File: src/rtl/eth_tx_sched_pkg.sv
// Shared types and defaults for the transmit scheduler and its round-robin picker.
package eth_tx_sched_pkg;

   localparam int BYTE_LEN_DEF    = 8;
   localparam int STALL_LIMIT_DEF = 1024;
   localparam int FRAME_CNT_W     = 16;

   // state      | meaning
   // ST_IDLE    | no owner, waiting for any req
   // ST_START   | owner chosen, tx_start pulse to eth_tx
   // ST_ACTIVE  | owner's byte stream muxed to eth_tx, watchdog running
   // ST_WAIT_DONE | payload finished or aborted, waiting for end of gap
   typedef enum logic [1:0] {
      ST_IDLE      = 2'd0,
      ST_START     = 2'd1,
      ST_ACTIVE    = 2'd2,
      ST_WAIT_DONE = 2'd3
   } state_t;

   // Index width for up to four sources; one bit is enough for two.
   function automatic int idx_width(input int n);
      return (n > 2) ? 2 : 1;
   endfunction

endpackage

File: src/rtl/eth_tx_sched_rr_pick.sv
// Combinational round-robin selector: first requester strictly after 'last',
// wrapping modulo N. Reusable by any arbiter that keeps its own 'last'.
module eth_tx_sched_rr_pick
   import eth_tx_sched_pkg::*;
#(
   parameter int N  = 2,
   parameter int IW = idx_width(N)
) (
   input  logic [N-1:0]  req,
   input  logic [IW-1:0] last,
   output logic [N-1:0]  onehot,
   output logic [IW-1:0] idx,
   output logic          valid
);

   logic [IW:0] cand;

   // Scan candidates from farthest to nearest so the nearest requester wins.
   always_comb begin
      onehot = '0;
      idx    = '0;
      valid  = 1'b0;
      cand   = '0;
      for (int k = N; k >= 1; k--) begin
         cand = {1'b0, last} + (IW+1)'(k);
         if (cand >= (IW+1)'(N)) begin
            cand = cand - (IW+1)'(N);
         end
         if (req[cand[IW-1:0]]) begin
            onehot                = '0;
            onehot[cand[IW-1:0]]  = 1'b1;
            idx                   = cand[IW-1:0];
            valid                 = 1'b1;
         end
      end
   end

endmodule

File: src/rtl/eth_tx_sched.sv
// Round-robin transmit scheduler: shares one eth_tx frame generator among
// NUM_SRC payload sources, one frame per grant, with a stall watchdog.
module eth_tx_sched
   import eth_tx_sched_pkg::*;
#(
   parameter int NUM_SRC     = 2,
   parameter int BYTE_LEN    = BYTE_LEN_DEF,
   parameter int STALL_LIMIT = STALL_LIMIT_DEF
) (
   input  logic                          clk,
   input  logic                          rst,
   input  logic [NUM_SRC-1:0]            req,
   input  logic [NUM_SRC-1:0]            src_inclk,
   input  logic [NUM_SRC*BYTE_LEN-1:0]   src_in,
   input  logic [NUM_SRC-1:0]            src_in_done,
   output logic [NUM_SRC-1:0]            src_readclk,
   output logic [NUM_SRC-1:0]            grant,
   output logic                          tx_start,
   output logic                          tx_inclk,
   output logic [BYTE_LEN-1:0]           tx_in,
   output logic                          tx_in_done,
   input  logic                          tx_upstream_readclk,
   input  logic                          tx_done,
   output logic                          busy,
   output logic                          abort,
   output logic [FRAME_CNT_W-1:0]        frame_cnt
);

   localparam int IW   = idx_width(NUM_SRC);
   localparam int WD_W = $clog2(STALL_LIMIT + 1);
   localparam logic [WD_W-1:0] WD_EXPIRE = WD_W'(STALL_LIMIT - 1);

   state_t               state;
   logic [IW-1:0]        last;
   logic [WD_W-1:0]      wd;

   logic [NUM_SRC-1:0]   pick_onehot;
   logic [IW-1:0]        pick_idx;
   logic                 pick_valid;

   logic [BYTE_LEN-1:0]  src_bytes [NUM_SRC];
   logic [BYTE_LEN-1:0]  g_byte;
   logic                 g_inclk;
   logic                 g_done;
   logic                 in_active;
   logic                 activity;
   logic                 expire;

   eth_tx_sched_rr_pick #(
      .N  (NUM_SRC),
      .IW (IW)
   ) u_pick (
      .req    (req),
      .last   (last),
      .onehot (pick_onehot),
      .idx    (pick_idx),
      .valid  (pick_valid)
   );

   for (genvar i = 0; i < NUM_SRC; i++) begin : g_slice
      assign src_bytes[i] = src_in[i*BYTE_LEN +: BYTE_LEN];
   end

   // 'last' doubles as the owner index while a frame is in flight.
   assign g_inclk   = src_inclk[last];
   assign g_done    = src_in_done[last];
   assign g_byte    = src_bytes[last];
   assign in_active = (state == ST_ACTIVE);
   assign activity  = g_inclk | tx_upstream_readclk;
   // A real done on the expiry cycle wins; any activity also rescues the frame.
   assign expire    = in_active && !g_done && !activity && (wd == WD_EXPIRE);

   assign busy       = (state != ST_IDLE);
   assign abort      = expire;
   assign tx_inclk   = in_active & g_inclk;
   assign tx_in      = in_active ? g_byte : '0;
   assign tx_in_done = in_active & (g_done | expire);

   // Route the eth_tx read strobe back to the owner only.
   always_comb begin
      src_readclk = '0;
      if (in_active) begin
         src_readclk[last] = tx_upstream_readclk;
      end
   end

   // Frame sequencing, grant/start registers, watchdog and frame counter.
   always_ff @(posedge clk) begin
      if (rst) begin
         state     <= ST_IDLE;
         grant     <= '0;
         last      <= IW'(NUM_SRC - 1);
         wd        <= '0;
         tx_start  <= 1'b0;
         frame_cnt <= '0;
      end else begin
         tx_start <= 1'b0;
         case (state)
            ST_IDLE: begin
               if (pick_valid) begin
                  grant    <= pick_onehot;
                  last     <= pick_idx;
                  tx_start <= 1'b1;
                  state    <= ST_START;
               end
            end
            ST_START: begin
               wd    <= '0;
               state <= ST_ACTIVE;
            end
            ST_ACTIVE: begin
               if (g_done || expire) begin
                  wd    <= '0;
                  state <= ST_WAIT_DONE;
               end else if (activity) begin
                  wd <= '0;
               end else begin
                  wd <= wd + 1'b1;
               end
            end
            ST_WAIT_DONE: begin
               if (tx_done) begin
                  frame_cnt <= frame_cnt + 1'b1;
                  grant     <= '0;
                  state     <= ST_IDLE;
               end
            end
         endcase
      end
   end

endmodule

File: config.mk
export PLATFORM = sky130hd
export DESIGN_NAME = eth_tx_sched
export DESIGN_NICKNAME = d
export VERILOG_FILES = /design/src/rtl/eth_tx_sched_pkg.sv /design/src/rtl/eth_tx_sched_rr_pick.sv /design/src/rtl/eth_tx_sched.sv
export SDC_FILE = /design/constraint.sdc
export NUM_CORES = 1
export LEC_CHECK = 0
export BUFFER_PORTS_ARGS = -buffer_cell sky130_fd_sc_hd__buf_2
export CAP_MARGIN = 20
export CORE_MARGIN = 5
export CORE_UTILIZATION = 51
export DETAILED_ROUTE_END_ITERATION = 8
export PLACE_DENSITY_LB_ADDON = 0.25
export SKIP_LAST_GASP = 1
export SYNTH_ARGS = -nofsm -noshare
export SYNTH_HDL_FRONTEND = slang
export SYNTH_SLANG_ARGS = --single-unit
File: constraint.sdc
create_clock -name clk -period 5.7 [get_ports clk]
set_clock_uncertainty 0.2 [all_clocks]
set_input_delay 0.57 -clock clk [delete_from_list [all_inputs] [get_ports clk]]
set_output_delay 0.57 -clock clk [all_outputs]
set_load 0.1 [all_outputs]
==> flow_summary.json, run 1 <==
{
  "cp-start-kind": "flop",
  "n_antenna_cell": 0,
  "drc": 0,
  "async_flop_share_pct": 0,
  "wl_per_cell_um": 12.65,
  "cts_buffer_depth": 2,
  "drtAntennaViolNets": 0,
  "cts_buffers": 5,
  "grt_pass1_vias": 1651,
  "fin_nets": 313,
  "path_clk_slew_ps": 70,
  "end_kind": "output port",
  "hp-class": "flop to flop",
  "die_h_um": 71.61,
  "max_freq_ghz": 0.3164,
  "h-tree-depth": 2,
  "finalHoldViolCount": 0,
  "gp_congestion": 0.8441,
  "drtIter0Drc": 77,
  "ir_worst_vdd_uv": 311.7,
  "num_rows": 22,
  "clock_latency_ps": 280,
  "ys_ff_latch": 33,
  "core_um2": 3661,
  "switchingPower_w": 0.0004026,
  "holdBufCountCts": 0,
  "antenna_found_initial": 0,
  "synth_area_leader_cell": "dfxtp_1",
  "required_ps": 4930,
  "syn2layout_area_growth_pct": 20.10,
  "vias": 1799,
  "stdcell_area_um2": 2325,
  "grtUsageTotal_pct": 16.90,
  "min_period_ps": 3161,
  "yosys.area.top_type_share_pct": 34.13,
  "viasPerCell": 5.452,
  "pwr-share-seq_pct": 31.9,
  "yosysUniqueCellTypes": 51,
  "leakage_nw": 1.038,
  "dp_hpwl_um": 3130,
  "syn_nets": 257,
  "power.share.clock_pct": 20.9,
  "placed_area_um2": 2238,
  "cts_resized": 0,
  "crit_type": "flop to output port",
  "grt_max_degree": 28,
  "rsz0062_at_grt": "false",
  "clockRootBuffer": "clkbuf_8",
  "synth_edf_count": 0,
  "synth_area_um2": 1936,
  "post-route-util_pct": 63.50,
  "dr.pass1.iters": 4,
  "arrival_ps": 2390,
  "clock-sinks": 33,
  "grt_pass1_wl_um": 7120,
  "cts_setup_buffers": 0,
  "p_comb_share_pct": 47.3,
  "min_period_over_period_pct": 55.45,
  "slew_violations": 0,
  "globalRouteOverflowTotal": 0,
  "drv_cap": 0,
  "finalSetupViolations": 0,
  "netlist_top_cells_area": "dfxtp_1 34%, mux2i_1 5.7%, nor2_1 4.1%, ha_1 3.9%, nor2b_1 3.9%",
  "cts_tree": "done",
  "synth_area_per_cell_um2": 8.603,
  "portBuffers": 58,
  "slew_headroom_pct": 57.88,
  "powerDensity_nw_per_um2": 356.2,
  "drt-total-wl_um": 4174,
  "worstPathMaxFanout": 15,
  "dieWidth_um": 71.61,
  "start_util_pct": 52.87,
  "drive_above_1_share_pct": 27.30,
  "synth-seq-area-share_pct": 34.13,
  "setup-tns-final_ps": 0,
  "die_area_um2": 5127,
  "ys.flop_type": "dfxtp_1",
  "tightest_slew_ps": 630.9,
  "io_pins": 59,
  "status": "finished, final reports clean",
  "internal-power_w": 0.0004255,
  "p_sw_share_pct": 48.62,
  "synthCells": 225,
  "yosysWarnings": 0
}
cells in the mapped netlist (all sizes together), types with 2 or more instances:
cell     n
o21a     2
and3     6
a31oi    3
clkbuf   3
o31ai    5
mux2     3
ha       6
and2     4
nand4    5
o21ai    6
xor2     3
or3      3
buf      6
nand2b   5
nor3     4
nand3   13
and4bb   2
a32oi    4
nand2   19
a41oi    2
dfxtp   33
a21oi   10
mux2i   11
nor2    21
a31o     2
nor4     3
inv     10
nor2b   12
xnor2    7
registers in the layout (all words and copies together) (netlist names):
register	cells
grant	2
state	2
wd	11
tx_start	1
last	1
frame_cnt	16
metrics by stage:
step / setup WS, ps / hold slack, ps / power, W / cells
2_1_floorplan: 2247 / 212.1 / 0.0006035 / 225
3_3_place_gp: 2864 / 225.0 / 0.0006583 / 322
3_5_place_dp: 2836 / 249.8 / 0.0006619 / 322
4_1_cts: 2515 / 259.6 / 0.0008341 / 330
5_1_grt: 2374 / 303.1 / 0.0008710 / 330
6_report: 2539 / 255.0 / 0.0008282 / 330
worst max-delay path: stages, from the launching register on:
cell      delay, ps
dfxtp_1         730
mux2i_1         380
and4bb_1        370
clkinv_1        100
nor2_1          100
buf_2           430
power groups by stage:
stage / clock network [W] / logic [W] / registers [W]
2_1_floorplan: 0 / 0.000302 / 0.000302
3_3_place_gp: 0 / 0.000390 / 0.000269
3_5_place_dp: 0 / 0.000393 / 0.000269
4_1_cts: 0.000176 / 0.000394 / 0.000264
5_1_grt: 0.000187 / 0.000417 / 0.000267
6_report: 0.000173 / 0.000391 / 0.000264
routing by layer:
layer  GRT usage, %  share of wire (%)  up-vias
met5              0                  0        -
met4          6.263                1.4        0
met2          27.76                 44       72
met1          20.82                 46      807
li1               -                  -      916
met3          5.049                8.4        4
layout by cell type (no fill, tap or decap), drive strengths merged, types with 2 or more instances in the layout:
cell	n
buf	58
dfxtp	33
nor2	21
nand2	19
nand3	13
nor2b	12
mux2i	11
inv	10
a21oi	10
xnor2	7
o21ai	6
ha	6
and3	6
nand4	5
nand2b	5
clkbuf	5
o31ai	5
nor3	4
and2	4
a32oi	4
or3	3
a31oi	3
xor2	3
mux2	3
nor4	3
clkinv	3
and4bb	2
a41oi	2
o21a	2
a31o	2
kinds of logic after synthesis:
group	after synthesis	synth area share, %
compound gates	40	15.52
mux	14	7.628
fa+ha+maj	6	3.878
xor+xnor	10	4.525
buf+inv	20	4.590
flops	33	34.13
simple gates	102	29.74
cell type report:
class / count / area [um2]
clock buffer: 5 / 68.82
inverter: 11 / 41.29
timing repair buffer: 58 / 290.3
sequential: 33 / 660.6
multi-input combinational: 172 / 1186
clock inverter: 3 / 17.52
tap: 48 / 60.06
fill: 333 / 1336
final timing paths:
kind                            depth (start not counted)                 from                  end  slack, ps
worst max-delay path                                    5    last$_SDFFE_PP1P_                abort       2540
worst min-delay path                                    2  wd[10]$_SDFFE_PP0P_  wd[10]$_SDFFE_PP0P_        260
worst max register to register                          4    last$_SDFFE_PP1P_   wd[5]$_SDFFE_PP0P_       3300
worst min register to register                          2  wd[10]$_SDFFE_PP0P_  wd[10]$_SDFFE_PP0P_        260
Note: power is estimated with default switching activity, not from simulation.
==> inputs of run 2 (changes only) <==
--- a/config.mk
+++ b/config.mk
@@ -5,10 +5,11 @@
 export SDC_FILE = /design/constraint.sdc
 export NUM_CORES = 1
 export LEC_CHECK = 0
+export ABC_AREA = 1
 export BUFFER_PORTS_ARGS = -buffer_cell sky130_fd_sc_hd__buf_2
 export CAP_MARGIN = 20
 export CORE_MARGIN = 5
-export CORE_UTILIZATION = 51
+export CORE_UTILIZATION = 46
 export DETAILED_ROUTE_END_ITERATION = 8
 export PLACE_DENSITY_LB_ADDON = 0.25
 export SKIP_LAST_GASP = 1
==> constraint.sdc (replaced) <==
create_clock -name clk -period 2.6 [get_ports clk]
set_clock_uncertainty 0.2 [all_clocks]
set_input_delay 0.26 -clock clk [delete_from_list [all_inputs] [get_ports clk]]
set_output_delay 0.26 -clock clk [all_outputs]
set_load 0.1 [all_outputs]
==> flow_summary.json, run 2 <==
{
  "timing.final.ws_setup_ps": 234.0,
  "ff2ff_setup_slack_ps": 730,
  "clock_latency_ps": 290,
  "grtUsageTotal_pct": 17.57,
  "power.total_w": 0.002260,
  "ir_worst_vdd_uv": 407.0,
  "antenna_found_initial": 0,
  "n_antenna_cell": 0,
  "synthXorXnorAreaFrac_pct": 3.553,
  "synth-seq-area-share_pct": 33.50,
  "cp-endpoint": "abort",
  "crit_chain": "inv_2, nand2_2, nand3_2, nor4_4, buf_2",
  "min_period_over_period_pct": 91.00,
  "ys_ff_latch": 33,
  "viasPerCell": 4.820,
  "wl_per_cell_um": 10.88,
  "max_freq_ghz": 0.4226,
  "drive_above_1_share_pct": 28.18,
  "synth_area_per_cell_um2": 6.595,
  "start_util_pct": 48.25,
  "drt-total-wl_um": 4483,
  "synth_area_leader_cell": "dfxtp_1",
  "holdBufCountCts": 0,
  "worstPathMaxFanout": 15,
  "drc": 0,
  "num_rows": 23,
  "hp-class": "primary input to flop",
  "io_pins": 59,
  "path_clk_slew_ps": 60,
  "grt_max_degree": 17,
  "reg2reg_depth": 9,
  "yosysUniqueCellTypes": 28,
  "tightest_slew_ps": 495.9,
  "grt_pass1_wl_um": 7734,
  "die_h_um": 75.48,
  "die_area_um2": 5696,
  "arrival_ps": 1910,
  "ys.flop_type": "dfxtp_1",
  "end_kind": "output port",
  "r2r-end": "wd[2]$_SDFFE_PP0P_",
  "status": "finished, final reports clean",
  "dieWidth_um": 75.48,
  "cp.depth": 5,
  "synth_edf_count": 0,
  "dp_hpwl_um": 3461,
  "rsz0062_at_grt": "false",
  "core_um2": 4086,
  "drtIter0Drc": 116,
  "async_flop_share_pct": 0,
  "cts_resized": 0,
  "yosysWarnings": 0,
  "min_period_ps": 2366,
  "portBuffers": 58,
  "cts_tree": "done",
  "syn_nets": 331,
  "min_from": "req[0]",
  "path_buf_inv": 2,
  "regMostFlops": "frame_cnt",
  "vias": 1986,
  "final_cell_mix": "57 x nand2_1, 57 x buf_2, 55 x nor2_1, 36 x inv_1, 33 x dfxtp_1",
  "crit_slowest_cell": "dfxtp_1",
  "yosys-top-cells-count": "63 x nor2_1, 57 x nand2_1, 36 x inv_1, 33 x dfxtp_1",
  "drtAntennaViolNets": 0,
  "reg2reg_from": "last$_SDFFE_PP1P_",
  "synthMuxAreaShare_pct": 0,
  "yosysMostFrequentCell": "nor2_1",
  "cts_buffer_depth": 2,
  "clockRootBuffer": "clkbuf_8",
  "finalSetupViolations": 0,
  "drv_cap": 0,
  "synthSimpleGateAreaFrac_pct": 37.75,
  "netlist_top_cells_area": "dfxtp_1 34%, nor2_1 12%, nand2_1 11%, inv_1 6.9%, a21oi_1 5.1%",
  "crit_path_start": "last$_SDFFE_PP1P_",
  "slew_violations": 0,
  "synth_area_um2": 1972,
  "yosys.area.top_type_share_pct": 33.50,
  "grt_pass1_vias": 1834,
  "leakage_nw": 1.085,
  "cts_buffers": 5,
  "synth_top_family_by_area": "simple AND/OR/NAND/NOR gates",
  "cp_top_family": "buffers and inverters",
  "powerDensity_nw_per_um2": 903.6,
  "synth_compound_area_share_pct": 12.63,
  "cp-start-kind": "flop",
  "fin_nets": 393,
  "syn2layout_area_growth_pct": 26.84,
  "largest_reg_flops": 16,
  "required_ps": 2140,
  "post-place-ws_ps": 523.1,
  "synth_adder_area_share_pct": 3.807,
  "cts_setup_buffers": 0,
  "synthCells": 299,
  "clock-sinks": 33,
  "top_regs": "frame_cnt: 16 flops, wd: 11 flops",
  "slew_headroom_pct": 66.91,
  "finalHoldViolCount": 0,
  "dr.pass1.iters": 4,
  "gp_congestion": 0.8494,
  "crit_type": "flop to output port",
  "max_stage_delay_ps": 480,
  "globalRouteOverflowTotal": 0,
  "h-tree-depth": 2
}
## run 2: changes by cell type after synthesis, moves of 5 or more
cell      delta
o21ai_0     +20
mux2i_1     -11
nand2_2      +6
nand2b_1     -5
and3_1       -5
nand2_1     +38
nor2b_1     -12
nor2_1      +42
inv_1       +26
nor2_4       +5
a21oi_1     +10
xnor2_1      -5
o21ai_1      -6
## run 2: stage by stage
stage / cell area [um2] / setup TNS [ps] / hold slack [ps] / instances / utilization [%]
6_report: 2501 / 0 / 105.1 / 412 / 61.21
5_1_grt: 2501 / 0 / 111.7 / 412 / 61.21
4_1_cts: 2501 / 0 / 91.59 / 412 / 61.21
3_5_place_dp: 2385 / 0 / 251.4 / 404 / 58.36
3_3_place_gp: 2385 / 0 / 253.9 / 404 / 58.36
2_1_floorplan: 2024 / -117.6 / 139.3 / 299 / -
## run 2: cell families after synthesis
group | Yosys count
simple gates | 162
compound gates | 46
buf+inv | 44
flops | 33
xor+xnor | 8
fa+ha+maj | 6
## run 2: worst min-delay path, stage by stage
cell and delay [ps]:
buf_2 110, o2111ai_1 100, a21oi_1 70
## run 2: worst min-delay path by stage
| stage | slack (ps) | cells after the start | endpoint |
|---|---|---|---|
| global placement | 250 | 2 | frame_cnt[9]$_SDFFE_PP0P_ |
| CTS | 90 | 3 | grant[0]$_SDFFE_PP0P_ |
| floorplan | 140 | 1 | frame_cnt[0]$_SDFFE_PP0P_ |
| global route | 110 | 2 | wd[5]$_SDFFE_PP0P_ |
| detailed placement | 250 | 2 | frame_cnt[9]$_SDFFE_PP0P_ |
| finish | 110 | 3 | grant[0]$_SDFFE_PP0P_ |
## run 2: cell type report
cell class              instances  area [um2]
fillers                       392        1585
multi-input cells             222        1191
flip-flops and latches         33       660.6
repair buffers                 61       327.8
inverters                      38       142.6
clock buffers                   7       86.33
well taps                      50       62.56
clock inverters                 1       30.03
## run 2: where the power goes
group          internal, W  total [W]  switching [W]
clock             0.000312   0.000498       0.000186
combinational     0.000259    0.00117       0.000912
sequential        0.000551   0.000590      0.0000385
total              0.00112    0.00226        0.00114
## run 2: layer usage
metal / track usage (%) / part of all wire (%) / vias up / wire (um)
met4: 6.408 / 1.6 / 0 / 72
met5: 0 / 0 / - / 0
met3: 5.277 / 5.3 / 6 / 237
met1: 20.15 / 44 / 871 / 1958
met2: 30.78 / 49 / 36 / 2214
li1: - / - / 1073 / -
==> inputs of run 3 (changes only) <==
--- a/config.mk
+++ b/config.mk
@@ -9,8 +9,10 @@
 export BUFFER_PORTS_ARGS = -buffer_cell sky130_fd_sc_hd__buf_2
 export CAP_MARGIN = 20
 export CORE_MARGIN = 5
-export CORE_UTILIZATION = 46
+export CORE_UTILIZATION = 48
+export CTS_BUF_LIST = sky130_fd_sc_hd__clkbuf_4 sky130_fd_sc_hd__clkbuf_8
 export DETAILED_ROUTE_END_ITERATION = 8
+export MAX_ROUTING_LAYER = met4
 export PLACE_DENSITY_LB_ADDON = 0.25
 export SKIP_LAST_GASP = 1
 export SYNTH_ARGS = -nofsm -noshare
==> flow_summary.json, run 3 (synthesis results as in run 2) <==
{
  "drtAntennaViolNets": 0,
  "cts_setup_buffers": 0,
  "drc": 0,
  "io_pins": 59,
  "grt_pass1_vias": 1849,
  "regMostFlops": "frame_cnt",
  "h-tree-depth": 2,
  "antenna_found_initial": 0,
  "grt_max_degree": 17,
  "rsz0062_at_grt": "false",
  "cts_buffer_depth": 2,
  "clockRootBuffer": "clkbuf_8",
  "cts_buffers": 5,
  "post-route-util_pct": 62.62,
  "portBuffers": 58,
  "cts_tree": "done",
  "grtUsageTotal_pct": 18.77,
  "finalHoldViolCount": 0,
  "final_cell_mix": "57 x nand2_1, 57 x buf_2, 55 x nor2_1, 36 x inv_1, 33 x dfxtp_1",
  "cts_resized": 0,
  "gp_congestion": 0.7936,
  "largest_reg_flops": 16,
  "start_util_pct": 49.30,
  "min_period_ps": 2358,
  "globalRouteOverflowTotal": 0,
  "min_period_over_period_pct": 90.69,
  "placed_area_um2": 2385,
  "syn2layout_area_growth_pct": 27.03,
  "required_ps": 2140,
  "placed_cells": 404,
  "cp-start-kind": "flop",
  "drt-total-wl_um": 4587,
  "status": "finished, final reports clean",
  "finalSetupViolations": 0,
  "num_rows": 23,
  "clock_latency_ps": 290,
  "path_clk_slew_ps": 70,
  "dieWidth_um": 74.10,
  "clock-sinks": 33,
  "max_freq_ghz": 0.4241,
  "die_h_um": 74.10,
  "worst_hold_slack_ps": 91.48,
  "tightest_slew_ps": 483.8,
  "n_antenna_cell": 0,
  "fillCellCount": 385,
  "grt_pass1_wl_um": 7797,
  "layoutNonFillerInstCount": 412,
  "powerDensity_nw_per_um2": 909.7,
  "drtIter0Drc": 105,
  "dr.pass1.iters": 4,
  "top_regs": "frame_cnt: 16 flops, wd: 11 flops",
  "viasPerCell": 4.794,
  "die_area_um2": 5490,
  "dp_hpwl_um": 3589,
  "leakage_nw": 1.089,
  "arrival_ps": 1900,
  "hp-class": "primary input to flop",
  "end_kind": "output port",
  "core_um2": 4000,
  "crit_type": "flop to output port",
  "drive_above_1_share_pct": 28.45,
  "wl_per_cell_um": 11.13,
  "slew_violations": 0,
  "slew_headroom_pct": 67.71,
  "ir_worst_vdd_uv": 412.6,
  "stdcell_area_um2": 2505,
  "vias": 1975,
  "drv_cap": 0,
  "holdBufCountCts": 0,
  "fin_nets": 393,
  "worstPathMaxFanout": 4
}
==> run 3: cell counts in the layout (fill, tap and decap cells not counted) <==
Identical to the previous run, type by type.
==> run 3: metrics by stage <==
stage	TNS [ps]	setup slack, ps	total power [W]
after floorplan	-117.6	-58.81	0.001566
after global placement	0	612.3	0.001761
after detailed placement	0	561.7	0.001781
after CTS	0	235.2	0.002306
after global routing	0	82.44	0.002409
final	0	241.9	0.002279
==> run 3: final timing paths <==
check                         from               endpoint  slack, ps  cells past startpoint
max             wd[0]$_SDFFE_PP0P_                  abort        240                      6
min                         req[0]  grant[0]$_SDFFE_PP0P_         90                      3
max reg2reg  state[0]$_SDFFE_PP0P_     wd[0]$_SDFFE_PP0P_        700                     10
min reg2reg  grant[0]$_SDFFE_PP0P_  grant[0]$_SDFFE_PP0P_        260                      2
==> run 3: critical path, stage by stage (launching register included) <==
cell	delay, ps
dfxtp_1	380
ha_1	180
nand2_1	100
nor2_1	130
nand2_1	150
nor4_4	220
buf_2	460
==> run 3: power breakdown <==
group | total [W] | switching (W) | internal [W] | leakage, nW
combinational | 0.00118 | 0.000920 | 0.000259 | 0.759
sequential | 0.000584 | 0.0000329 | 0.000551 | 0.267
clock | 0.000515 | 0.000192 | 0.000323 | 0.0619
total | 0.00228 | 0.00115 | 0.00113 | 1.09
==> run 3: layer usage <==
metal  global-route usage [%]  up-vias  routed length [um]
met5                        -        -                   0
met4                    7.445        0                  73
met3                    4.865        5                 284
met2                    31.10       37                2225
met1                    21.56      852                2004
li1                         -     1081                   -
==> run 3: layout make-up <==
| cell class | instances | area, um2 | area share (%) |
|---|---|---|---|
| clock inverters | 1 | 30.03 | 1.199 |
| inverters | 38 | 142.6 | 5.694 |
| repair buffers | 61 | 327.8 | 13.09 |
| clock buffers | 7 | 90.09 | 3.596 |
| flip-flops and latches | 33 | 660.6 | 26.37 |
| multi-input cells | 222 | 1191 | 47.55 |
| well taps | 50 | 62.56 | 2.498 |
